## config.mk

```make
export PLATFORM = sky130hd
export DESIGN_NAME = i2c_uart_bridge_p
export DESIGN_NICKNAME = d
export VERILOG_FILES = /design/src/rtl/i2c_uart_bridge_p.sv
export SDC_FILE = /design/constraint.sdc
export NUM_CORES = 1
export LEC_CHECK = 0
export ABC_AREA = 1
export BUFFER_PORTS_ARGS = -buffer_cell sky130_fd_sc_hd__buf_2
export CELL_PAD_IN_SITES_DETAIL_PLACEMENT = 1
export CELL_PAD_IN_SITES_GLOBAL_PLACEMENT = 1
export CORE_ASPECT_RATIO = 0.8
export CORE_MARGIN = 2
export CORE_UTILIZATION = 53
export DETAILED_ROUTE_END_ITERATION = 8
export PLACE_DENSITY_LB_ADDON = 0.1
export SLEW_MARGIN = 0
export SYNTH_ARGS = -nofsm -noshare
export SYNTH_HDL_FRONTEND = slang
export SYNTH_SLANG_ARGS = --single-unit
```

## constraint.sdc

```tcl
create_clock -name clk -period 4.4 [get_ports clk]
set_input_delay 0.88 -clock clk [delete_from_list [all_inputs] [get_ports clk]]
set_output_delay 0.88 -clock clk [all_outputs]
set_load 0.05 [all_outputs]
```

## src/rtl/i2c_uart_bridge_p.sv

```systemverilog
// Write-only I2C slave sampled on the system clock, feeding a FIFO that drains
// through a UART transmitter with optional parity and overflow flow control.
module i2c_uart_bridge_p #(
  parameter logic [6:0]  I2C_ADDR     = 7'h42,
  parameter int unsigned FIFO_DEPTH   = 16,
  parameter int unsigned CLKS_PER_BIT = 87,
  parameter int unsigned PARITY       = 0,
  parameter int unsigned SYNC_STAGES  = 2
) (
  input  logic                          clk,
  input  logic                          reset,
  input  logic                          scl_in,
  input  logic                          sda_in,
  output logic                          sda_oe,
  output logic                          tx,
  input  logic                          overflow_clr,
  output logic                          overflow,
  output logic [$clog2(FIFO_DEPTH):0]   fifo_level,
  output logic                          busy
);

  localparam int unsigned AW = $clog2(FIFO_DEPTH);
  localparam int unsigned LW = AW + 1;
  localparam int unsigned CW = $clog2(CLKS_PER_BIT);

  typedef enum logic [2:0] {
    I_IDLE, I_ADDR, I_ADDR_ACK, I_DATA, I_DATA_ACK, I_IGNORE
  } i2c_state_e;

  typedef enum logic [2:0] {
    U_IDLE, U_START, U_DATA, U_PARITY, U_STOP
  } uart_state_e;

  // Input conditioning
  logic [SYNC_STAGES-1:0] scl_sync_q, scl_sync_d;
  logic [SYNC_STAGES-1:0] sda_sync_q, sda_sync_d;
  logic                   scl_prev_q, scl_prev_d;
  logic                   sda_prev_q, sda_prev_d;
  logic                   s_scl, s_sda;
  logic                   scl_rise, scl_fall, start_det, stop_det;

  // I2C slave
  i2c_state_e             i2c_state_q, i2c_state_d;
  logic [6:0]             shreg_q, shreg_d;
  logic [2:0]             bit_cnt_q, bit_cnt_d;
  logic                   ack_on_q, ack_on_d;
  logic                   ovf_q, ovf_d;
  logic [7:0]             rx_byte;
  logic                   push, drop;

  // FIFO
  logic [7:0]             mem_q [FIFO_DEPTH];
  logic [AW-1:0]          wr_ptr_q, wr_ptr_d;
  logic [AW-1:0]          rd_ptr_q, rd_ptr_d;
  logic [LW-1:0]          level_q, level_d;
  logic                   fifo_full;
  logic [7:0]             rd_data;
  logic                   pop;

  // UART transmitter
  uart_state_e            uart_state_q, uart_state_d;
  logic [CW-1:0]          baud_q, baud_d;
  logic [2:0]             ubit_q, ubit_d;
  logic [7:0]             tx_byte_q, tx_byte_d;
  logic                   tx_q, tx_d;
  logic                   baud_end;
  logic                   par_bit;

  assign s_scl     = scl_sync_q[SYNC_STAGES-1];
  assign s_sda     = sda_sync_q[SYNC_STAGES-1];
  assign scl_rise  = s_scl & ~scl_prev_q;
  assign scl_fall  = ~s_scl & scl_prev_q;
  assign start_det = s_scl & scl_prev_q & sda_prev_q & ~s_sda;
  assign stop_det  = s_scl & scl_prev_q & ~sda_prev_q & s_sda;

  always_comb begin
    scl_sync_d = {scl_sync_q[SYNC_STAGES-2:0], scl_in};
    sda_sync_d = {sda_sync_q[SYNC_STAGES-2:0], sda_in};
    scl_prev_d = s_scl;
    sda_prev_d = s_sda;
  end

  // START/STOP take priority over any bit activity so a transfer can be
  // abandoned mid-byte; the ACK window opens on the first SCL fall after bit 8
  // and closes on the following fall.
  always_comb begin
    i2c_state_d = i2c_state_q;
    shreg_d     = shreg_q;
    bit_cnt_d   = bit_cnt_q;
    ack_on_d    = ack_on_q;
    push        = 1'b0;
    drop        = 1'b0;
    rx_byte     = {shreg_q, s_sda};
    if (stop_det) begin
      i2c_state_d = I_IDLE;
      ack_on_d    = 1'b0;
    end else if (start_det) begin
      i2c_state_d = I_ADDR;
      bit_cnt_d   = '0;
      ack_on_d    = 1'b0;
    end else begin
      case (i2c_state_q)
        I_ADDR, I_DATA: begin
          if (scl_rise) begin
            shreg_d   = rx_byte[6:0];
            bit_cnt_d = bit_cnt_q + 3'd1;
            if (bit_cnt_q == 3'd7) begin
              if (i2c_state_q == I_ADDR) begin
                i2c_state_d = (rx_byte[7:1] == I2C_ADDR && !rx_byte[0]) ? I_ADDR_ACK : I_IGNORE;
              end else if (fifo_full) begin
                drop        = 1'b1;
                i2c_state_d = I_IGNORE;
              end else begin
                push        = 1'b1;
                i2c_state_d = I_DATA_ACK;
              end
            end
          end
        end
        I_ADDR_ACK, I_DATA_ACK: begin
          if (scl_fall) begin
            if (!ack_on_q) begin
              ack_on_d = 1'b1;
            end else begin
              ack_on_d    = 1'b0;
              i2c_state_d = I_DATA;
              bit_cnt_d   = '0;
            end
          end
        end
        default: ;
      endcase
    end
    ovf_d = drop | (ovf_q & ~overflow_clr);
  end

  assign fifo_full = (level_q == LW'(FIFO_DEPTH));
  assign rd_data   = mem_q[rd_ptr_q];

  always_comb begin
    wr_ptr_d = wr_ptr_q + AW'(push);
    rd_ptr_d = rd_ptr_q + AW'(pop);
    level_d  = level_q + LW'(push) - LW'(pop);
  end

  assign baud_end = (baud_q == CW'(CLKS_PER_BIT - 1));

  // The stop bit pops the next byte on its last cycle so consecutive frames
  // run back to back without an idle cycle in between.
  always_comb begin
    uart_state_d = uart_state_q;
    baud_d       = baud_q;
    ubit_d       = ubit_q;
    tx_byte_d    = tx_byte_q;
    tx_d         = tx_q;
    pop          = 1'b0;
    par_bit      = (PARITY == 2) ? ~(^tx_byte_q) : ^tx_byte_q;
    if (uart_state_q == U_IDLE) begin
      tx_d = 1'b1;
      if (level_q != '0) begin
        pop          = 1'b1;
        tx_byte_d    = rd_data;
        uart_state_d = U_START;
        baud_d       = '0;
        tx_d         = 1'b0;
      end
    end else if (!baud_end) begin
      baud_d = baud_q + CW'(1);
    end else begin
      baud_d = '0;
      case (uart_state_q)
        U_START: begin
          uart_state_d = U_DATA;
          ubit_d       = 3'd0;
          tx_d         = tx_byte_q[0];
        end
        U_DATA: begin
          if (ubit_q == 3'd7) begin
            if (PARITY != 0) begin
              uart_state_d = U_PARITY;
              tx_d         = par_bit;
            end else begin
              uart_state_d = U_STOP;
              tx_d         = 1'b1;
            end
          end else begin
            ubit_d = ubit_q + 3'd1;
            tx_d   = tx_byte_q[ubit_q + 3'd1];
          end
        end
        U_PARITY: begin
          uart_state_d = U_STOP;
          tx_d         = 1'b1;
        end
        default: begin
          if (level_q != '0) begin
            pop          = 1'b1;
            tx_byte_d    = rd_data;
            uart_state_d = U_START;
            tx_d         = 1'b0;
          end else begin
            uart_state_d = U_IDLE;
            tx_d         = 1'b1;
          end
        end
      endcase
    end
  end

  always_ff @(posedge clk) begin
    if (reset) begin
      scl_sync_q   <= '1;
      sda_sync_q   <= '1;
      scl_prev_q   <= 1'b1;
      sda_prev_q   <= 1'b1;
      i2c_state_q  <= I_IDLE;
      shreg_q      <= '0;
      bit_cnt_q    <= '0;
      ack_on_q     <= 1'b0;
      ovf_q        <= 1'b0;
      wr_ptr_q     <= '0;
      rd_ptr_q     <= '0;
      level_q      <= '0;
      uart_state_q <= U_IDLE;
      baud_q       <= '0;
      ubit_q       <= '0;
      tx_byte_q    <= '0;
      tx_q         <= 1'b1;
    end else begin
      scl_sync_q   <= scl_sync_d;
      sda_sync_q   <= sda_sync_d;
      scl_prev_q   <= scl_prev_d;
      sda_prev_q   <= sda_prev_d;
      i2c_state_q  <= i2c_state_d;
      shreg_q      <= shreg_d;
      bit_cnt_q    <= bit_cnt_d;
      ack_on_q     <= ack_on_d;
      ovf_q        <= ovf_d;
      wr_ptr_q     <= wr_ptr_d;
      rd_ptr_q     <= rd_ptr_d;
      level_q      <= level_d;
      uart_state_q <= uart_state_d;
      baud_q       <= baud_d;
      ubit_q       <= ubit_d;
      tx_byte_q    <= tx_byte_d;
      tx_q         <= tx_d;
    end
  end

  always_ff @(posedge clk) begin
    if (push) begin
      mem_q[wr_ptr_q] <= rx_byte;
    end
  end

  assign sda_oe     = ack_on_q;
  assign tx         = tx_q;
  assign overflow   = ovf_q;
  assign fifo_level = level_q;
  assign busy       = (level_q != '0) | (uart_state_q != U_IDLE);

endmodule

```

==> impl.org, run 1 <==
** Drt
- For this block, the via count after detailed routing is just under 6000.
- For this block, the initial DRC count from the detailed router was 605.
- Pre-Repair DR Iteration Count :: 5
- Vias per Instance :: 5.679
- The final layout contains routed wiring with a total length of around 21000 µm.
- Routed length per instance :: 20.35 µm
- Antenna violation net count after detailed routing :: 0
- Post-route DRC :: 0

** Worst hold path
- Min-Delay Endpoint :: sda_sync_q[1]
- In this run the worst hold path is classified as register to register.
- Depth of the worst hold-timing path :: 1
- HP Start :: sda_sync_q[0]

** Floorplanning
- Area of the die :: 15920 µm²
- From left edge to right edge, the die measures between 100 and 150 µm.
- Measured along the y axis, the die boundary spans 113.3 µm.
- Placeable core region :: 14440 µm²
- 14 I/O pins were placed.
- Starting utilization of the core area :: 54.76%
- The initialized floorplan defines 39 standard-cell rows.

** Synthesis
- Leading cell types by total area after synthesis :: sky130_fd_sc_hd__edfxtp_1 (49%), sky130_fd_sc_hd__dfxtp_1 (14%), sky130_fd_sc_hd__nor2_1 (7.2%)
- Area leader, netlist :: sky130_fd_sc_hd__edfxtp_1
- Top_reg_cell synth :: sky130_fd_sc_hd__edfxtp_1
- Commonest cells post-synth :: sky130_fd_sc_hd__nor2_1 (152), sky130_fd_sc_hd__edfxtp_1 (128), sky130_fd_sc_hd__nand2_1 (113)
- Yosys instantiated no cell more often than sky130_fd_sc_hd__nor2_1.
- Number of library cell types mapped by synthesis :: 32
- Avg Synthesized Cell Area :: 9.728 µm²
- Gate count after technology mapping :: 813
- Synthesized Nets :: 835
- Count of state elements after synthesis :: roughly 180
- In this run the cell area of the synthesized design comes to 7909 µm².
- For this run, the register share of the synthesized area comes to between 60% and 70%.
- Of all flip-flops after synthesis, the portion carrying an async set or reset was 0%.
- Share of the synthesized area in the top cell type :: 48.60%
- During synthesis, Yosys emitted a total of 0 warnings.
- In this run, synthesis inferred 128 flip-flops with an integrated enable.

** Timing
- Setup repair after global routing left no endpoint under its margin.
- Post-route setup TNS :: 0 ns
- Based on the critical path, the design can be clocked at up to 0.3057 GHz.
- At the pin with the least slew margin, the transition time is 0.9451 ns.
- The clock period could shrink to 3.271 ns.
- Final clock skew :: 0.008141 ns
- Setup slack closes at 1.129 ns.
- Setup violations remaining at the end of the flow were counted as 0.
- After layout, the worst path uses 74.35% of the clock period.
- The number of hold-slack violations in the final timing report was 0.
- The max-slew violation count was 0.
- Headroom to the max-slew limit came out at 36.91%.

** Clocking
- After clock tree synthesis, the flow added hold-fix buffers numbering 0.
- After clock tree synthesis, the clock-pin slew on the worst setup and hold paths is 0.07 ns.
- Clock tree from TritonCTS :: yes
- Inserted Clock Buffers :: 17
- The clock net in this run drives a total of roughly 180 sinks.
- Clk buf depth :: 2
- Clock H-tree levels :: 4
- Setup fix buffers added after clock tree synthesis :: 0
- In this run, post-CTS repair resized a total of 0 instances.
- Clock latency on the worst-skew pair :: 0.44 ns
- CTS root buf :: sky130_fd_sc_hd__clkbuf_16

** GRT
- The via count of the first global-routing pass is 6053.
- Summed over all layers, the global routing overflow is 0.
- Entering global routing, the biggest net connects 66 pins.
- First-pass GRT wire length :: 32960 µm
- The number of antenna violations at the first check in global routing was 1.
- Overall global routing resource usage :: 27.65%

** Power and ir drop
- The completed layout was analyzed and its total power is approximately 4.8 mW.
- Combinational share of power :: between 20% and 30%
- Power share of the clock group :: between 30% and 40%
- Pint :: 3.114 mW
- In this run the power spent charging and discharging nets is 1.659 mW.
- IR analysis of the VDD net gives a maximum drop of 0.0003156 V.
- The analysis attributes to cell leakage a power of 3.536 nW.
- Switching share of total power :: 34.76%
- Proportion of power drawn by flip-flops and latches :: 41.1%
- Dividing total power by cell area gives a power density of 548.6 nW/µm².

** Worst setup path
- Reg2reg end :: fifo_level[4]
- Reg-to-reg setup timing slack :: 1.13 ns
- Crit path kind :: register to register
- Data arrival time of the critical path :: 3.64 ns
- CP startpoint kind :: register
- Reg2Reg Launch Point :: baud_q[0]
- STA classifies the critical path endpoint as a register.
- Max Fanout on Critical Path :: 10
- R2R depth :: 16
- Data on the critical path is required at its endpoint by 4.77 ns.

** Cells and area
- From synthesis to final layout, the design area changed by 9.998%.
- For this run, the number of standard cells in the final layout without fillers is a little over 1000.
- Area occupied by registers :: between 4000 and 5000 µm²
- The net count of the finished layout is 841.
- Ant. Diodes :: 0
- In the final layout, the share of cells above drive strength 1 is under 10%.
- Multi-input gate area :: 2506 µm²
- The layout has 1619 filler cells.

** Place
- Once detailed placement completed, the half-perimeter wirelength came to 13500 µm.
- Prior to clock tree synthesis, the placed netlist has a worst setup slack of between 1 and 1.5 ns.
- IO buf count :: 13
- Total placed cells including tap cells :: 984
- Final GP Congestion :: 0.9039

** Flow run
- Max-cap violations in this run came to 0.

** Run status
- Outcome :: finished, final reports clean
-- critical path, stage by stage (launching register included) --
cell and delay (ns):
sky130_fd_sc_hd__dfxtp_1 0.37, sky130_fd_sc_hd__inv_1 0.10, sky130_fd_sc_hd__ha_1 0.20, sky130_fd_sc_hd__nand4_1 0.08, sky130_fd_sc_hd__nor2_1 0.07, sky130_fd_sc_hd__nor2_2 0.32, sky130_fd_sc_hd__inv_2 0.11, sky130_fd_sc_hd__nand2_2 0.19
sky130_fd_sc_hd__inv_2 0.13, sky130_fd_sc_hd__ha_1 0.31, sky130_fd_sc_hd__inv_1 0.06, sky130_fd_sc_hd__ha_1 0.16, sky130_fd_sc_hd__inv_1 0.06, sky130_fd_sc_hd__fa_1 0.40, sky130_fd_sc_hd__o31ai_1 0.37, sky130_fd_sc_hd__o21ai_0 0.12
sky130_fd_sc_hd__a21oi_1 0.15
-- flip-flops by register name (all words and copies together), names as in the netlist, 2 cells and up --
register	count
sda_sync_q	2
wr_ptr_q	4
uart_state_q	3
shreg_q	7
scl_sync_q	2
tx_byte_q	8
bit_cnt_q	3
i2c_state_q	3
baud_q	7
mem_q	128
fifo_level	5
rd_ptr_q	4
ubit_q	3
-- stage by stage --
stage / hold WS (ns) / util (%) / instance area (µm²)
floorplan: 0.3895 / - / 7909
global placement: 0.4074 / 56.12 / 8105
detailed placement: 0.4024 / 56.12 / 8105
CTS: 0.4233 / 60.23 / 8700
global route: 0.4529 / 60.23 / 8700
finish: 0.4190 / 60.23 / 8700
-- power groups by stage --
stage          clock (mW)  combinational, mW  sequential [mW]
6_report             1.56               1.25             1.96
5_1_grt              1.63               1.40             1.97
4_1_cts              1.57               1.25             1.96
3_5_place_dp            0               1.24             2.00
3_3_place_gp            0               1.16             1.99
2_1_floorplan           0              0.822             2.06
-- routing by layer --
| layer | wire [µm] | share of wire [%] | GRT usage, % |
|---|---|---|---|
| met5 | 0 | 0 | 0 |
| met4 | 407 | 2.0 | 10.07 |
| met3 | 1336 | 6.5 | 5.501 |
| met2 | 9867 | 48 | 44.44 |
| met1 | 9068 | 44 | 37.84 |
-- cells by family (layout without fill, tap and decap cells) --
family	count (synthesis)	in the layout	synth area share, %
xor gates and xnor gates	4	4	0.4430
adders and majority gates	17	17	2.784
DFF	184	184	62.77
buffers and inverters	112	131	5.537
and+or+nand+nor	375	375	20.69
AOI/OAI and AO/OA	121	121	7.768
-- layout make-up --
class                   instances  share of cell area [%]
clock buffers                  18                   4.933
repair buffers                 17                   1.093
well taps                     184                   2.646
multi-input cells             517                   28.81
clock inverters                14                   1.898
flip-flops and latches        184                   57.08
inverters                      82                   3.538
-- how the worst max path moves through the flow --
| stage | start | to | slack (ns) | depth (start not counted) |
|---|---|---|---|---|
| global placement | baud_q[0] | fifo_level[4] | 1.36 | 16 |
| CTS | baud_q[0] | fifo_level[4] | 1.11 | 16 |
| floorplan | fifo_level[2] | fifo_level[4] | 1.48 | 15 |
| global route | baud_q[0] | fifo_level[4] | 0.85 | 16 |
| finish | baud_q[0] | fifo_level[4] | 1.13 | 16 |
| detailed placement | baud_q[0] | fifo_level[4] | 1.14 | 16 |
-- placed cells by master, fill, tap and decap left out, types with 3 or more instances in the layout --
cell,n
sky130_fd_sc_hd__inv_8,3
sky130_fd_sc_hd__dfxtp_1,55
sky130_fd_sc_hd__nand2_1,113
sky130_fd_sc_hd__edfxtp_1,128
sky130_fd_sc_hd__ha_1,16
sky130_fd_sc_hd__clkinvlp_4,3
sky130_fd_sc_hd__nor3_1,3
sky130_fd_sc_hd__inv_1,76
sky130_fd_sc_hd__o21ai_0,76
sky130_fd_sc_hd__clkbuf_16,17
sky130_fd_sc_hd__clkinv_4,3
sky130_fd_sc_hd__or2_2,5
sky130_fd_sc_hd__nor2_1,152
sky130_fd_sc_hd__buf_4,4
sky130_fd_sc_hd__nand3_1,84
sky130_fd_sc_hd__a21oi_1,41
sky130_fd_sc_hd__nand4_1,3
sky130_fd_sc_hd__inv_2,4
sky130_fd_sc_hd__nand2_2,5
sky130_fd_sc_hd__buf_2,13
Note: power is estimated with default switching activity, not from simulation.
==> inputs of run 2 (changes only) <==
--- a/config.mk
+++ b/config.mk
@@ -5,7 +5,7 @@
 export SDC_FILE = /design/constraint.sdc
 export NUM_CORES = 1
 export LEC_CHECK = 0
-export ABC_AREA = 1
+export ABC_AREA = 0
 export BUFFER_PORTS_ARGS = -buffer_cell sky130_fd_sc_hd__buf_2
 export CELL_PAD_IN_SITES_DETAIL_PLACEMENT = 1
 export CELL_PAD_IN_SITES_GLOBAL_PLACEMENT = 1
==> constraint.sdc (replaced) <==
create_clock -name clk -period 3.05 [get_ports clk]
set_input_delay 0.61 -clock clk [delete_from_list [all_inputs] [get_ports clk]]
set_output_delay 0.61 -clock clk [all_outputs]
set_load 0.05 [all_outputs]
==> impl.org, run 2 <==
** Run status
- Outcome :: finished, final reports clean

** Drt
- Vias per Instance :: 5.961 (+5.0%)
- The wire length after detailed routing came to 16480 µm (-20%).
- The via total after detailed routing was 4435 (-23%).
- The DRC violations left came to 0 (unchanged).
- The count of nets left with antenna violations after detail routing was 0 (unchanged).
- The average detailed-routed wire length per instance was 22.15 µm (+8.8%).
- The length of the first detailed-routing pass in iterations came to 5 (unchanged).
- The DRC violation total after the first TritonRoute iteration came to 294 (-51%).

** Synthesis
- The number of storage elements in the synthesis netlist is 184 (unchanged).
- Gate count after technology mapping :: 521 (-36%)
- The netlist area before placement was 7640 µm² (-3.4%).
- Number of enable-type register cells in the synthesized netlist :: 128 (unchanged)
- The top cell type's share of synthesized area was 50.31% (+1.7 points).
- The number of warnings reported in the yosys synthesis log was 0 (unchanged).
- By area the synthesized netlist is led by sky130_fd_sc_hd__edfxtp_1 (50%), sky130_fd_sc_hd__dfxtp_1 (15%), sky130_fd_sc_hd__mux4_2 (9.4%).
- Area leader, netlist :: sky130_fd_sc_hd__edfxtp_1
- The number of unique standard cell types used by synthesis was 63 (+97%).
- Sequential-to-total area share from yosys stat :: 64.99% (+2.2 points)
- Synthesized Nets :: 543 (-35%)
- Top_reg_cell synth :: sky130_fd_sc_hd__edfxtp_1
- Avg Synthesized Cell Area :: 14.66 µm² (+51%)
- Synth async-reset ratio :: 0% (unchanged)
- Commonest cells post-synth :: sky130_fd_sc_hd__edfxtp_1 (128), sky130_fd_sc_hd__dfxtp_1 (56), sky130_fd_sc_hd__nor2_1 (41)
- In the post-synthesis netlist, the cell with the most instances is sky130_fd_sc_hd__edfxtp_1.

** Clocking
- The cell sitting at the root of the clock tree is a sky130_fd_sc_hd__clkbuf_16.
- Number of gates resized after cts :: 0 (unchanged)
- The H-tree depth reported by CTS was 4 (unchanged).
- The number of buffers between clock root and the deepest sink was 2 (unchanged).
- The later-pin clock latency in the skew report is 0.44 ns (about the same).
- Register clock-pin slew on the reported worst setup and hold paths :: 0.07 ns (about the same)
- Setup fix buffers added after clock tree synthesis :: 0 (unchanged)
- The clock buffer count from CTS is 17 (unchanged).
- Post-CTS Hold Fix Bufs :: 0 (unchanged)
- TritonCTS built the clock tree.
- The number of clock sinks was 184 (unchanged).

** Worst setup path
- CP Data Required Time :: 3.41 ns (-1.36 ns)
- STA classifies the critical path startpoint as a register.
- Crit path cell chain :: and4bb_2 > nand4_2 > ha_1 > inv_1 > ha_1 > inv_1 > fa_1 > nor2b_1 > o21bai_1 > nand3_1 > nor3b_1
- Data arrival time of the critical path :: 3.14 ns (-0.50 ns)
- R2R depth :: 11 (-5)
- The worst setup path is of the register to register kind.
- Max Fanout on Critical Path :: 14 (+4)
- Crit path capture type :: register
- Delay of the slowest cell on the worst path :: 0.48 ns (+0.08 ns)
- The largest individual stage delay along the critical path comes from the cell sky130_fd_sc_hd__dfxtp_1.

** Cells and area
- Filler Cells Inserted :: 1331 (-18%)
- The area growth from synthesis to layout is 12.14%.
- Commonest non-fill, non-tap cell in the layout :: sky130_fd_sc_hd__edfxtp_1
- Share of final-layout standard cells stronger than drive strength 1 :: 21.25% (+13 points)
- The fraction of the core area covered by cells at the end of the flow is 60.33% (+0.10 points).
- Largest regs :: mem_q x128, tx_byte_q x8
- The area occupied by multi-input gates is 2465 µm² (-1.6%).
- Ant. Diodes :: 0 (unchanged)
- The design area is 8567 µm² (-1.5%).
- Largest register by flop count :: mem_q
- Highest-count cells in the layout ignoring fill and taps :: sky130_fd_sc_hd__edfxtp_1 (128), sky130_fd_sc_hd__dfxtp_1 (55), sky130_fd_sc_hd__nor2_1 (41)
- Area occupied by registers :: 4966 µm² (unchanged)
- Non-filler cells, final :: 744 (-27%)
- Net count of the finished layout :: 569 (-32%)
- The flip-flop count of the largest register, all copies and words added came to 128 (unchanged).

** Place
- Total half-perimeter wirelength after legalization and detailed placement :: 10610 µm (-21%)
- The number of buffer cells added on primary ports is 13 (unchanged).
- The global placement routability congestion is 0.8051 (-11%).
- Total placed cells including tap cells :: 712 (-28%)
- Placement-stage cell area :: 7979 µm² (-1.6%)

** Power and ir drop
- The switching power as a share of total power was 28.37% (-6.4 points).
- Pint :: 4.550 mW (+46%)
- Power share of the clock group :: 34.7% (+2.0 points)
- The portion of total power attributed to sequential cells was 44.7% (+3.6 points).
- The total net switching power came to 1.802 mW (+8.6%).
- Combinational share of power :: 20.6% (-5.6 points)
- The power density relative to cell area was 741.5 nW/µm² (+35%).
- The cell leakage power came to 2.908 nW (-18%).
- Final Total Pwr :: 6.352 mW (+33%)
- The largest voltage drop on the vdd net came to 0.0004277 V (+36%).

** GRT
- The via count of the first global-routing pass was 4648 (-23%).
- The number of antenna violations at the first check in global routing was 0 (-1).
- Total congestion overflow after global routing :: 0 (unchanged)
- The maximum number of pins on one net before global-route repair was 35 (-47%).
- The combined global-route utilization of all metal layers was 22.81% (-4.8 points).
- The first-pass GRT wire length was 26230 µm (-20%).

** Worst hold path
- Hold WC Path Type :: input pin to register
- The count of cells along the worst hold path came to 2 (+1).

** Floorplanning
- The height of the die was 111.4 µm (-1.7%).
- Area of the die :: 15400 µm² (-3.3%)
- The initial standard-cell utilization of the core is 53.80% (-0.95 points).
- Horizontal die dimension :: 138.2 µm (-1.7%)
- IO Pins :: 14 (unchanged)
- Placeable core region :: 14200 µm² (-1.7%)
- Floorplan row count :: 39 (unchanged)

** Timing
- Period minus WS final :: 2.784 ns (-0.4874 ns)
- Unrepaired setup endpoints after global routing :: no
- Slew margin rel. :: 49.26% (+12 points)
- The total negative slack for setup checks was 0 ns (unchanged).
- The final critical-path share of the clock period was 91.28% (+17 points).
- Worst-margin pin slew :: 0.7601 ns (-0.1850 ns)
- Number of max-slew violations in the final report :: 0 (unchanged)
- Final clock skew :: 0.009614 ns (+0.001473 ns)
- The number of hold-slack violations in the final timing report is 0 (unchanged).
- Setup violators final :: 0 (unchanged)
- Maximum clock frequency :: 0.3592 GHz (+18%)

** Flow run
- Max-capacitance violation count :: 0 (unchanged)
-- run 2: cell types whose count changed after synthesis, sizes merged, moves of 14 or more --
cell    change
mux4       +32
a22o       +16
a21oi      -19
inv        -66
nand2b     +14
nor2      -116
nand2      -95
o21ai      -71
nand3      -73
-- run 2: final timing paths --
kind                                startpoint  slack (ns)             to
worst min register to register   scl_sync_q[0]        0.42  scl_sync_q[1]
worst max-delay path            i2c_state_q[0]        0.27  fifo_level[4]
worst max register to register  i2c_state_q[0]        0.27  fifo_level[4]
worst min-delay path                    sda_in        0.35  sda_sync_q[0]
-- run 2: logic make-up after synthesis --
| group | after synthesis | share of synthesized area, % |
|---|---|---|
| compound gates | 76 | 7.059 |
| xor+xnor | 10 | 1.146 |
| fa+ha+maj | 17 | 2.882 |
| buf+inv | 45 | 2.751 |
| flops | 184 | 64.99 |
| mux | 37 | 10.10 |
| simple gates | 152 | 11.07 |
-- run 2: critical path: cells and delay by family (launching register included) --
family	cells	cell delay, ns
AO/OA/AOI/OAI	1	0.11
buffers and inverters	2	0.11
flip-flops	1	0.48
AND/OR/NAND/NOR	5	1.12
adder cells (fa/ha/maj)	3	0.86
-- run 2: metal layers --
| metal | vias to the layer above | track usage (%) | share of wire [%] |
|---|---|---|---|
| met5 | - | 0 | 0 |
| met4 | 0 | 7.143 | 1.8 |
| met3 | 26 | 4.774 | 4.4 |
| met2 | 94 | 36.67 | 49 |
| met1 | 2267 | 31.81 | 45 |
| li1 | 2048 | - | - |
-- run 2: per-stage QoR --
stage / worst slack [ns] / hold WS [ns]
6_report: 0.2659 / 0.3498
5_1_grt: 0.06034 / 0.3450
4_1_cts: 0.2301 / 0.3344
3_5_place_dp: 0.2639 / 0.3952
3_3_place_gp: 0.4373 / 0.3960
2_1_floorplan: 0.04300 / 0.3895
-- run 2: power by group through the flow --
stage               combinational [mW]  sequential, mW  clock, mW
CTS                               1.33            2.84       2.25
global route                      1.44            2.86       2.34
floorplan                        0.910            2.98          0
global placement                  1.26            2.89          0
finish                            1.31            2.84       2.20
detailed placement                1.31            2.90          0
-- run 2: layout make-up --
type | instances | area share, %
Timing Repair Buffer | 38 | 3.096
Inverter | 14 | 0.6134
Clock buffer | 19 | 5.053
Tap cell | 184 | 2.687
Sequential cell | 184 | 57.97
Multi-Input combinational cell | 292 | 28.77
Clock inverter | 13 | 1.811
